[config.mk]
export PLATFORM = sky130hd
export DESIGN_NAME = game_sequencer
export DESIGN_NICKNAME = d
export VERILOG_FILES = /design/src/rtl/game_sequencer.sv
export SDC_FILE = /design/constraint.sdc
export NUM_CORES = 1
export LEC_CHECK = 0
export ABC_AREA = 1
export CORE_UTILIZATION = 35
export DETAILED_ROUTE_END_ITERATION = 8
export GPL_TIMING_DRIVEN = 0
export MAX_ROUTING_LAYER = met4
export SYNTH_ARGS = -nofsm -noshare
export SYNTH_HDL_FRONTEND = slang
export SYNTH_SLANG_ARGS = --single-unit
export TNS_END_PERCENT = 100
[constraint.sdc]
create_clock -name CLOCK50M -period 2.3 [get_ports CLOCK50M]
set_input_delay 0.575 -clock CLOCK50M [delete_from_list [all_inputs] [get_ports CLOCK50M]]
set_output_delay 0.575 -clock CLOCK50M [all_outputs]
set_load 0.01 [all_outputs]
[src/rtl/game_sequencer.sv]
// Play controller for the rhythm game: debounces start/pause, runs the
// IDLE/COUNTDOWN/PLAY/PAUSE/DONE sequence and drives timer/score control.
module game_sequencer #(
    parameter int TIMER_W         = 10,
    parameter int CNT_TICKS       = 50000000,
    parameter int COUNTDOWN_STEPS = 3,
    parameter int DEBOUNCE_CYCLES = 1000000
) (
    input  logic               CLOCK50M,
    input  logic               RESET_N,
    input  logic               start_btn,
    input  logic               pause_btn,
    input  logic               write,
    input  logic [TIMER_W-1:0] song_length,
    input  logic [TIMER_W-1:0] game_timer,
    output logic               timer_run,
    output logic               timer_clear,
    output logic               score_clear,
    output logic [2:0]         state,
    output logic [1:0]         countdown,
    output logic               game_over
);
    localparam int DB_W  = (DEBOUNCE_CYCLES > 1) ? $clog2(DEBOUNCE_CYCLES) : 1;
    localparam int CNT_W = (CNT_TICKS > 1) ? $clog2(CNT_TICKS) : 1;
    localparam logic [DB_W-1:0]  DB_LAST   = DB_W'(DEBOUNCE_CYCLES - 1);
    localparam logic [CNT_W-1:0] TICK_LAST = CNT_W'(CNT_TICKS - 1);
    localparam logic [1:0]       CD_INIT   = 2'(COUNTDOWN_STEPS);

    typedef enum logic [2:0] {
        S_IDLE      = 3'd0,
        S_COUNTDOWN = 3'd1,
        S_PLAY      = 3'd2,
        S_PAUSE     = 3'd3,
        S_DONE      = 3'd4
    } state_t;

    // Reset asserts asynchronously but releases on a clock edge.
    logic [1:0] r_rst_sync;
    logic       w_rst_n;

    always_ff @(posedge CLOCK50M or negedge RESET_N) begin
        if (!RESET_N) r_rst_sync <= 2'b00;
        else          r_rst_sync <= {r_rst_sync[0], 1'b1};
    end
    assign w_rst_n = r_rst_sync[1];

    // Lane 0 = start, lane 1 = pause; both active-low raw buttons.
    logic [1:0]            w_btn_n;
    logic [1:0][1:0]       r_sync;
    logic [1:0]            r_level;
    logic [1:0]            r_press;
    logic [1:0][DB_W-1:0]  r_cnt;

    assign w_btn_n = {pause_btn, start_btn};

    always_ff @(posedge CLOCK50M or negedge w_rst_n) begin
        if (!w_rst_n) begin
            r_sync  <= '1;
            r_level <= '1;
            r_cnt   <= '0;
            r_press <= '0;
        end else begin
            for (int b = 0; b < 2; b++) begin
                r_sync[b]  <= {r_sync[b][0], w_btn_n[b]};
                r_press[b] <= 1'b0;
                if (r_sync[b][1] == r_level[b]) begin
                    r_cnt[b] <= '0;
                end else if (r_cnt[b] == DB_LAST) begin
                    r_cnt[b]   <= '0;
                    r_level[b] <= r_sync[b][1];
                    r_press[b] <= ~r_sync[b][1];
                end else begin
                    r_cnt[b] <= r_cnt[b] + 1'b1;
                end
            end
        end
    end

    logic w_start, w_pause, w_hit;
    assign w_start = r_press[0];
    assign w_pause = r_press[1];
    assign w_hit   = (game_timer >= song_length);

    state_t             r_state;
    logic [CNT_W-1:0]   r_tick;
    logic [1:0]         r_countdown;
    logic               r_timer_run, r_timer_clear, r_score_clear, r_game_over;

    always_ff @(posedge CLOCK50M or negedge w_rst_n) begin
        if (!w_rst_n) begin
            r_state       <= S_IDLE;
            r_tick        <= '0;
            r_countdown   <= '0;
            r_timer_run   <= 1'b0;
            r_timer_clear <= 1'b0;
            r_score_clear <= 1'b0;
            r_game_over   <= 1'b0;
        end else begin
            r_timer_clear <= 1'b0;
            r_score_clear <= 1'b0;
            r_game_over   <= 1'b0;
            case (r_state)
                S_IDLE, S_DONE: begin
                    if (w_start && !write) begin
                        r_state       <= S_COUNTDOWN;
                        r_countdown   <= CD_INIT;
                        r_tick        <= '0;
                        r_timer_clear <= 1'b1;
                        r_score_clear <= 1'b1;
                    end
                end
                S_COUNTDOWN: begin
                    if (write || w_start) begin
                        r_state     <= S_IDLE;
                        r_countdown <= '0;
                        r_timer_run <= 1'b0;
                    end else if (r_tick == TICK_LAST) begin
                        r_tick <= '0;
                        if (r_countdown == 2'd1) begin
                            r_state     <= S_PLAY;
                            r_countdown <= '0;
                            r_timer_run <= 1'b1;
                        end else begin
                            r_countdown <= r_countdown - 2'd1;
                        end
                    end else begin
                        r_tick <= r_tick + 1'b1;
                    end
                end
                S_PLAY: begin
                    if (write || w_start) begin
                        r_state     <= S_IDLE;
                        r_timer_run <= 1'b0;
                    end else if (w_pause) begin
                        r_state     <= S_PAUSE;
                        r_timer_run <= 1'b0;
                    end else if (w_hit) begin
                        r_state     <= S_DONE;
                        r_timer_run <= 1'b0;
                        r_game_over <= 1'b1;
                    end
                end
                S_PAUSE: begin
                    if (write || w_start) begin
                        r_state     <= S_IDLE;
                        r_timer_run <= 1'b0;
                    end else if (w_pause) begin
                        r_state     <= S_PLAY;
                        r_timer_run <= 1'b1;
                    end
                end
                default: begin
                    r_state     <= S_IDLE;
                    r_countdown <= '0;
                    r_timer_run <= 1'b0;
                end
            endcase
        end
    end

    assign state       = r_state;
    assign countdown   = r_countdown;
    assign timer_run   = r_timer_run;
    assign timer_clear = r_timer_clear;
    assign score_clear = r_score_clear;
    assign game_over   = r_game_over;
endmodule

# Word-level counts from Yosys, hierarchy flattened
# Cells that the tools add are included.
# Widths: inputs -> output; s select.
[totals] inputBits=25 wordCells=96 register_bits=84 output_inout_bits=9
[op_classes] mux=42 n_eq_ne=16 addsub=4 bitwise=6 n_lt_le_gt_ge=1 n_reduce_logical=13
[op_table] operator="$mux 20" n=4
[op_table] operator="$mux 26" n=3
[op_table] operator="$pmux 26 s2" n=1
[op_table] operator="$add 20x1->20 const B" n=2
[op_table] operator="$eq 20x20->1 const B" n=2
[op_table] operator="$mux 3" n=9
[op_table] operator="$add 26x1->26 const B" n=1
[op_table] operator="$eq 26x26->1 const B" n=1
[op_table] operator="$mux 1" n=18
[op_table] operator="$pmux 3 s4" n=1
[op_table] operator="$ge 10x10->1" n=1
[op_table] operator="$reduce_and 5->1" n=2
[op_table] operator="$ne 3x3->1 const B" n=3
[op_table] operator="$mux 2" n=4
[op_table] operator="$eq 3x2->1 const B" n=2
[op_table] operator="$not 1->1" n=6
[op_table] operator="$pmux 2 s3" n=1
[op_table] operator="$reduce_and 3->1" n=2
[op_table] operator="$ne 2x2->1 const B" n=2
[op_table] operator="$ne 4x4->1 const B" n=1
[op_table] operator="$pmux 1 s4" n=1
[op_table] operator="$reduce_and 2->1" n=2
[op_table] operator="$reduce_or 2->1" n=2
[op_table] operator="$eq 3x1->1 const B" n=1
[op_table] operator="other kinds (9)" n=10

# Logic depth before layout (Yosys ltp)
[logic_depth] word_depth=5 depth_mapped=12 ltp_nobuf=12

# Worst setup path after synthesis
# Ideal clock, no wire load.
[synth_path] path_kind="in2reg" startpoint="in song_length[9]" endpoint="reg r_state[1], in the netlist state[1]" path_slack_ns=0.646 setup_time_ns=0.121 arrival_time_ns=1.533 path_buffers=0 required_ns=2.179 stages=9 path_cell_list="inv_1 -> ha_1 -> a21o_1 -> nor2_1 -> nand3_1 -> nor2_1 -> nor2_1 -> nand3_1 -> nand2_1"
[synth_between] elab_chain_len=3
[synth_rtl] element="start, declared" line_no="14" source="input logic [TIMER_W-1:0] song_length,"
[synth_rtl] element="$ge 10x10->1" line_no="82" source="assign w_hit = (game_timer >= song_length);"
[synth_rtl] element="$ne 4x4->1 (no line)"
[synth_rtl] element="$reduce_and 5->1 (no line)"
[synth_rtl] element="end signal, assigned" line_no="91" source="r_state <= S_IDLE;"
[synth_rtl] element="end signal, assigned" line_no="105" source="r_state <= S_COUNTDOWN;"
[synth_rtl] element="end signal, assigned" line_no="114" source="r_state <= S_IDLE;"
[synth_rtl] element="end, declared" line_no="84" source="state_t r_state;"
# No other way between the ends.
# A chain may end at the register's enable or synchronous reset.

# Final worst setup path
[layout_path] startpoint="reg r_state[1], in the netlist state[1]" endpoint="out state[1]"
[layout_lines] element="end, declared" line_no="19" source="output logic [2:0] state,"
# No word-level cell between the ends.

==> flow_metrics.env <==
export IMPL_status="complete, no violations"
export IMPL_nets=714
export IMPL_worstPathCellList="clkdlybuf4s50_1"
export IMPL_fin_skew_ns=0.00853
export IMPL_p_switching_mw=0.686
export IMPL_cts_hold_buf=0
export IMPL_synth_async_reset_ratio_pct=100
export IMPL_die_h_um=120
export IMPL_core_um2=13400
export IMPL_rsz0062_at_grt="false"
export IMPL_crit_fanout=5
export IMPL_grt_pass1_vias=3979
export IMPL_cts_buffers=9
export IMPL_ys_ff_latch=84
export IMPL_row_count=42
export IMPL_finalWirelength_mm=10.1
export IMPL_cts_htree_levels=3
export IMPL_overflow=0
export IMPL_hold_viol=0
export IMPL_start_util_pct=36.2
export IMPL_place_hpwl_mm=7.57
export IMPL_postCtsSetupRepairBufs=0
export IMPL_synth_fp_nets=669
export IMPL_setup_viol=0
export IMPL_grt_first_pass_wirelength_mm=18.1
export IMPL_leakagePower_nw=2.69
export IMPL_synthAdderAreaFrac_pct=3.61
export IMPL_rrSetupSlack_ns=0.54
export IMPL_synthesis_area_um2=4850
export IMPL_netlist_instances=630
export IMPL_clockBufferDepth=2
export IMPL_p_int_mw=2.58
export IMPL_cp_num_cells=1
export IMPL_hold_class="reg -> async"
export IMPL_grt_use_total_pct=16.0
export IMPL_gp_congestion=0.843
export IMPL_ant_nets=0
export IMPL_syn_to_final_growth_pct=18.9
export IMPL_synth_warnings=0
export IMPL_seq_area_frac_synth_pct=43.5
export IMPL_worst_setup_path_start_kind="flop"
export IMPL_n_antenna_cell=0
export IMPL_dieArea_um2=14300
export IMPL_num_fill_cells=1308
export IMPL_switching_share_pct=21.0
export IMPL_port_buffers=33
export IMPL_synth_area_per_cell_um2=7.70
export IMPL_synthXorXnorAreaFrac_pct=2.89
export IMPL_crit_end="state[1]"
export IMPL_drt_iter0_markers=208
export IMPL_end_kind="output port"
export IMPL_pwr_share_seq_pct=46.3
export IMPL_die_w_um=120
export IMPL_clkPwrFrac_pct=49.2
export IMPL_synth_top_family_by_area="simple AND/OR/NAND/NOR gates"
export IMPL_slowest_stage="clkdlybuf4s50_1"
export IMPL_holdWs_ns=0.224
export IMPL_critPathMaxStageDelay_ns=0.58
export IMPL_vias=4096
export IMPL_crit_family="buffers and inverters"
export IMPL_detail_route_wl_per_cell_um=11.8
export IMPL_vias_per_cell=4.79
export IMPL_dp_cells=840
export IMPL_synth_cell_type_count=39
export IMPL_ctsResizeCount=0
export IMPL_grt_max_degree=63
export IMPL_finalSetupTns_ns=0
export IMPL_muxShareOfSynthArea_pct=0
export IMPL_slew_violations=0
export IMPL_timing_final_crit_share_pct=85.4
export IMPL_antenna_found_initial=0
export IMPL_worstPathRequired_ns=1.73
export IMPL_synth_compound_area_share_pct=6.42
export IMPL_clk_latency_ns=0.34
export IMPL_path_clk_slew_ns=0.06
export IMPL_synth_simple_area_share_pct=34.1
export IMPL_io_pins=34
export IMPL_drt_first_pass_iters=5
export IMPL_clock_sinks=84
export IMPL_period_minus_slack_ns=1.96
export IMPL_vdd_drop_max_mv=0.362
export IMPL_comb_power_share_pct=4.5
export IMPL_drive_gt1_share_pct=12.2
export IMPL_drc_errors=0
export IMPL_cts_tree="yes"
export IMPL_cp_num_buf_inv=1
export IMPL_cp_arrival_ns=1.39
export IMPL_r2r_end="r_tick[3]"
export IMPL_startpoint="state[1]"
export IMPL_max_cap_viol_count=0
export IMPL_powerDensity_nw_per_um2=566
export IMPL_critPathKind="reg -> out"
export IMPL_r2r_cells=11
export IMPL_synth_edf_count=0
export IMPL_clock_root_buffer="clkbuf_16"
export IMPL_max_freq_mhz=509
export IMPL_worstReg2RegStart="r_tick[1]"
export IMPL_synth_main_ff_cell="dfrtp_1"
export IMPL_final_cells=856
cell type report:
type / count / area (µm²) / share of cell area, %
multi-input cells: 431 / 2280 / 39.6
flip-flops and latches: 84 / 2110 / 36.6
inverters: 109 / 409 / 7.09
repair buffers: 34 / 358 / 6.20
clock buffers: 11 / 253 / 4.38
well taps: 176 / 220 / 3.82
clock inverters: 5 / 82.6 / 1.43
plain buffers: 6 / 50.0 / 0.867
power groups by stage:
stage / Combinational [mW] / Clock, mW / Sequential (mW)
2_1_floorplan: 0.0630 / 0 / 1.55
3_3_place_gp: 0.118 / 0 / 1.56
3_5_place_dp: 0.150 / 0 / 1.54
4_1_cts: 0.150 / 1.66 / 1.51
5_1_grt: 0.170 / 1.71 / 1.52
6_report: 0.146 / 1.61 / 1.51
state kept, by name, summed over array words and instances, names as in the netlist:
register,flops
r_rst_sync,2
r_cnt,40
timer_run,1
r_tick,26
score_clear,1
countdown,2
game_over,1
state,3
r_sync,4
r_level,2
r_press,2
per-stage QoR:
| stage | util, % | setup WS (ns) | area, µm² | total power [mW] |
|---|---|---|---|---|
| after floorplan | - | 0.646 | 4850 | 1.61 |
| after global placement | 40.3 | 0.0618 | 5400 | 1.68 |
| after detailed placement | 40.6 | 0.00196 | 5430 | 1.69 |
| after CTS | 43.1 | 0.320 | 5770 | 3.32 |
| after global routing | 43.1 | 0.165 | 5770 | 3.40 |
| final | 43.1 | 0.337 | 5770 | 3.27 |
per-layer routing:
metal / track usage (%) / wire [µm]
met5: - / 0
met4: 5.55 / 173
met3: 3.18 / 308
met2: 26.3 / 4930
met1: 19.7 / 4720
cells in the mapped netlist, types with 2 or more instances:
| cell | instances | area (µm²) |
|---|---|---|
| and3_1 | 2 | 12.5 |
| nor2_1 | 108 | 405 |
| inv_2 | 6 | 22.5 |
| inv_1 | 103 | 387 |
| buf_4 | 3 | 22.5 |
| buf_6 | 2 | 22.5 |
| o21bai_1 | 4 | 30.0 |
| nor4_1 | 2 | 12.5 |
| nand2_2 | 8 | 50.1 |
| o21ai_2 | 6 | 52.6 |
| dfstp_2 | 6 | 158 |
| nand2_1 | 107 | 402 |
| nand3_1 | 38 | 190 |
| nor2_4 | 5 | 56.3 |
| o21ai_0 | 9 | 45.0 |
| ha_1 | 14 | 175 |
| nand3_2 | 6 | 60.1 |
| o21ai_1 | 3 | 15.0 |
| xor2_1 | 10 | 87.6 |
| xnor2_1 | 6 | 52.6 |
| a21oi_1 | 28 | 140 |
| dfrtp_1 | 78 | 1950 |
| nand2_4 | 4 | 45.0 |
| nor3_2 | 2 | 20.0 |
| nor3_4 | 3 | 48.8 |
| nor2_2 | 10 | 62.6 |
| nor3_1 | 35 | 175 |
| nand4_1 | 11 | 68.8 |
layout by cell type (no fill, tap or decap), types with 2 or more instances in the layout:
master           Yosys  final
a21oi_1             28     28
buf_6                2      2
dfstp_2              6      6
o21ai_2              6      6
inv_1              103    103
dfrtp_1             78     77
xnor2_1              6      6
nand2_2              8      8
o21ai_0              9      9
and3_1               2      2
xor2_1              10     10
o21ai_1              3      3
nor3_4               3      3
nand3_1             38     38
nor3_1              35     35
nor2_4               5      5
nor4_1               2      2
nor2_1             108    108
clkdlybuf4s50_1      0     33
nor2_2              10     10
nand4_1             11     11
nand2_4              4      4
o21bai_1             4      4
clkbuf_8             0      2
bufinv_16            0      2
nor3_2               2      2
clkbuf_16            0      9
inv_2                6      6
nand3_2              6      6
buf_4                3      3
ha_1                14     14
nand2_1            107    107
worst min-delay path by stage:
stage                               end  depth (start not counted)
after floorplan           r_rst_sync[0]                          0
after global placement    r_rst_sync[1]                          0
after detailed placement      r_cnt[37]                          0
after CTS                     r_cnt[37]                          0
after global routing          r_cnt[36]                          0
final                         r_cnt[36]                          0
cell families (layout without fill, tap and decap cells):
family                   after synthesis  count (layout)
AND/OR/NAND/NOR                      346             346
buffers and inverters                115             165
flip-flops                            84              84
AO/OA/AOI/OAI                         54              54
XOR/XNOR                              16              16
adder cells (fa/ha/maj)               14              14
other                                  1               1
(Power assumes the default switching activity.)
==> edit 1: new RTL, same flow settings <==
Reset style: synchronous (`RESET_N` and `w_rst_n`), changed in 3 clocked blocks. Comments in the files are not updated.
--- a/src/rtl/game_sequencer.sv
+++ b/src/rtl/game_sequencer.sv
@@ -40,3 +40,3 @@
 
-    always_ff @(posedge CLOCK50M or negedge RESET_N) begin
+    always_ff @(posedge CLOCK50M) begin
         if (!RESET_N) r_rst_sync <= 2'b00;
@@ -55,3 +55,3 @@
 
-    always_ff @(posedge CLOCK50M or negedge w_rst_n) begin
+    always_ff @(posedge CLOCK50M) begin
         if (!w_rst_n) begin
@@ -88,3 +88,3 @@
 
-    always_ff @(posedge CLOCK50M or negedge w_rst_n) begin
+    always_ff @(posedge CLOCK50M) begin
         if (!w_rst_n) begin
Formal check against the unedited RTL: same outputs for any inputs over 10 cycles, from zero or initial values and one cycle with RESET_N low; that may be too few to reach the edited logic, so the function may still have changed.
==> edit 1 against the unedited design <==
- hold slack better by 190 ps
- final area is 6.8% lower
- register-to-register slack worse by 70 ps
- synthesized cell count is 2.7% higher
- clock skew decreased by 2.2 ps
- sequential cell count stayed put
- worst setup slack worse by 38 ps
- synthesized area down 6.7%
- via count shrank 0.17%
- count of clock-buffer cells in the layout is 2 lower
- power is 6.3% lower
- wire length down 9.1%
- final cell count rose by 1.4%
- first-iteration DRC count down 36%
==> edit 1: results (changes against the unedited design) <==
[hold_path]
hold_path.class=reg2reg

[global_route]
use_met3_pct=3.35  ; +0.16 points
grt_pass1_wl_mm=16.3  ; -9.9%
use_met1_pct=18.4  ; -1.4 points
first_global_vias=3818  ; -4.0%
grt_util_all_layers_pct=15.5  ; -0.49 points
grt_max_degree=17  ; -73%
use_met2_pct=26.2  ; -0.11 points

[final_layout]
fillers=1335  ; +2.1%
nNetsFinal=730  ; +2.2%

[clocking]
post_cts_buffers=0  ; unchanged
cts_buffer_depth=2  ; unchanged
cts_max_level=3  ; unchanged

[yosys]
synth_commonest_cells=nand2_1, nor2_1, inv_1
ys.flop_type=dfxtp_1
ys_top_cells_by_area=dfxtp_1, nand2_1, nor2_1
ys_seq_area_share_pct=37.2  ; -6.3 points
ys_async_sr_fraction_pct=0  ; -100 points
synth.net_count=686  ; +2.5%

[power_and_ir_drop]
p_leak_nw=2.00  ; -26%
ir_drop_v=0.000444  ; +23%
switching_share_pct=22.2  ; +1.2 points

[timing]
hold_slack_ps=410  ; +186 ps
skew_ps=6.34  ; -2.20 ps

[outcome]
status=complete, no violations

[critical_path]
reg2reg_to=r_cnt[15]$_SDFF_PP0_
r2r.worst_path.cells=7  ; -4
worst_ep_arrival_time_ps=2240  ; +850 ps
reg2reg_slack_ps=470  ; -70 ps
slowest_delay_ps=460  ; -120 ps
r2r_start=r_cnt[0]$_SDFF_PP0_
cp_max_fo=3  ; -2

[routing]
drtIter0Drc=133  ; -36%
first_pass_iters=4  ; -1
viasPerCell=4.71  ; -1.6%

[place]
dpl.hpwl_mm=7.12  ; -5.9%
dp_slack_ps=-63.2  ; -65.2 ps
gp_congestion=0.875  ; +3.8%
placed_cell_area_sq_mm=0.00507  ; -6.7%

==> edit 1: cell types whose count changed in the layout (fill, tap and decap cells not counted), sizes merged, moves of 5 or more <==
| cell | delta |
|---|---|
| dfrtp | -78 |
| dfstp | -6 |
| dfxtp | +84 |
| inv | -11 |
| nand2 | +26 |
| nor2 | -8 |
| nor3 | -5 |
| nor3b | +12 |
| nor4 | +5 |
| or2 | +5 |
==> edit 1: worst max-delay path: cells and delay by family <==
family	cells	cell delay [ps]
AND/OR/NAND/NOR	9	880
adder cells (fa/ha/maj)	1	280
buffers and inverters	2	500
==> edit 1: layer usage <==
layer  up-vias  share of wire, %
li1       2172                 -
met1      1853                49
met2        57                46
met3         7               3.2
met4         0               1.3
met5         -                 0
==> edit 1: cells by family after synthesis <==
logic type               synth area share, %
AND/OR/NAND/NOR                         40.9
buffers and inverters                   8.99
flip-flops                              37.2
AO/OA/AOI/OAI                           6.55
adder cells (fa/ha/maj)                 3.87
XOR/XNOR                                2.52
==> edit 1: layout make-up <==
type	instances	area share, %
buffer	7	0.954
timing repair buffer	33	6.14
clock inverter	7	1.51
tap	172	4.00
clock buffer	9	4.19
inverter	94	6.61
sequential	84	31.3
multi-input combinational	462	45.3
==> edit 1: per-stage QoR <==
stage,util (%),instances
4_1_cts,42.6,868
2_1_floorplan,-,647
6_report,42.6,868
5_1_grt,42.6,868
3_3_place_gp,40.2,852
3_5_place_dp,40.2,852
==> edit 1: how the worst max path moves through the flow <==
stage                    from                    end  slack, ps  depth (start not counted)
2_1_floorplan  song_length[9]  state[1]$_SDFFE_PN0P_        580                         11
6_report       song_length[9]  state[1]$_SDFFE_PN0P_        300                         12
4_1_cts        song_length[9]  state[1]$_SDFFE_PN0P_        300                         12
5_1_grt        song_length[9]  state[1]$_SDFFE_PN0P_        110                         12
3_3_place_gp   song_length[9]  state[1]$_SDFFE_PN0P_        -30                         12
3_5_place_dp   song_length[9]  state[1]$_SDFFE_PN0P_        -60                         12
==> edit 1: power by group through the flow <==
stage / Combinational [mW] / Sequential [mW] / Clock [mW]
finish: 0.108 / 1.46 / 1.49
global route: 0.123 / 1.46 / 1.60
CTS: 0.111 / 1.46 / 1.54
detailed placement: 0.111 / 1.49 / 0
global placement: 0.108 / 1.49 / 0
floorplan: 0.0539 / 1.49 / 0
==> edit 2: new RTL, config.mk and constraints unchanged <==
Without the edit above. The parameter `TIMER_W` goes from 10 to 12.
--- a/src/rtl/game_sequencer.sv
+++ b/src/rtl/game_sequencer.sv
@@ -3,3 +3,3 @@
 module game_sequencer #(
-    parameter int TIMER_W         = 10,
+    parameter int TIMER_W         = 12,
     parameter int CNT_TICKS       = 50000000,
Interface: changed (resized game_timer and song_length); port bits go from 34 to 38. No check against the original RTL was run, so the function may have changed too.
==> edit 2 against the unedited design <==
- synthesized area increased by 3.5%
- sequential cell count unchanged
- final area increased by 3.1%
- register-to-register slack got worse by 60 ps
- wire length increased by 5.7%
- die area increased by 3.4%
- worst setup slack got worse by 34 ps
Power is not compared: it rests on default switching activity, and its combinational part moved more than twofold at a synthesized area within 25%.
==> edit 2: results (changes against the unedited design) <==
[place]
dp.cells=873  ; +3.9%
gp_congestion=0.869  ; +3.1%
dp_slack_ps=-57.6  ; -59.6 ps
placed_cell_area_sq_mm=0.00565  ; +3.9%
dpl.hpwl_mm=8.16  ; +7.8%
io_buffer_count=37  ; +12%

[global_route]
first_global_vias=4103  ; +3.1%
grt_max_degree=71  ; +13%
grt_pass1_wl_mm=18.9  ; +4.6%
grt_util_all_layers_pct=16.5  ; +0.47 points
antenna_found_initial=0  ; unchanged

[critical_path]
reg2reg_slack_ps=480  ; -60 ps
crit_start=state[1]$_DFFE_PN0P_
worst_ep_arrival_time_ps=1420  ; +30 ps
reg2reg_to=r_tick[16]$_DFFE_PN0P_
cp_max_fo=5  ; unchanged
endpoint=state[1]
r2r_start=r_tick[0]$_DFFE_PN0P_
r2r.worst_path.cells=10  ; -1
slowest_delay_ps=610  ; +30 ps

[timing]
period_share_pct=86.8  ; +1.5 points
skew_ps=4.91  ; -3.62 ps
hold_slack_ps=176  ; -48.5 ps

[yosys]
yosysUniqueCellTypes=44  ; +13%
syn_inst=655  ; +4.0%
post-synth-top-count-cell=nand2_1
synth_commonest_cells=nand2_1, inv_1, nor2_1
ys_seq_area_share_pct=42.0  ; -1.5 points
synth.net_count=700  ; +4.6%
synth_compound_area_share_pct=5.21  ; -1.2 points
synth_fa_ha_area_share_pct=3.99  ; +0.38 points
ys_top_cells_by_area=dfrtp_1, nand2_1, inv_1
synth_xor_area_share_pct=5.23  ; +2.3 points
yosysWarnings=0  ; unchanged

[routing]
drtAntennaViolNets=0  ; unchanged
detail_route.wl_per_cell_um=12.0  ; +1.8%
drtIter0Drc=227  ; +9.1%
wl_mm=10.7  ; +5.7%
viasPerCell=4.75  ; -0.73%
first_pass_iters=4  ; -1

[final_layout]
diodes=0  ; unchanged
fin_area_sq_mm=0.00595  ; +3.1%
drive_above_1_share_pct=10.9  ; -1.3 points
fillers=1409  ; +7.7%
reg_top3=r_cnt x40, r_tick x26, r_sync x4
nNetsFinal=749  ; +4.9%

[outcome]
status=complete, no violations

[clocking]
cts_buffer_depth=2  ; unchanged
post_cts_buffers=0  ; unchanged

[hold_path]
hold_path.class=reg2async

## edit 2: changes by cell type after synthesis, moves of 5 or more
cell	before	now
nand2_1	107	149
nor2_1	108	90
xor2_1	10	25
a21oi_1	28	17
nand4_1	11	22
nor3_1	35	24
inv_1	103	95
o21ai_2	6	0
nand3_1	38	33
## edit 2: power breakdown
part	total (mW)	internal, mW	switching, mW
sequential	1.70	1.59	0.115
combinational	0.910	0.371	0.539
clock	1.46	0.847	0.610
total	4.07	2.81	1.26
## edit 2: layout make-up
cell class,instances,area share [%]
multi-input combinational,460,41.6
sequential,84,35.5
inverter,105,6.63
clock inverter,7,1.24
timing repair buffer,38,6.69
tap,180,3.79
buffer,6,0.673
clock buffer,9,3.79
## edit 2: per-layer routing
layer / share of wire [%] / track usage [%]
met1: 48 / 21.0
met2: 48 / 26.3
met3: 2.4 / 2.86
met4: 1.8 / 5.94
met5: 0 / -
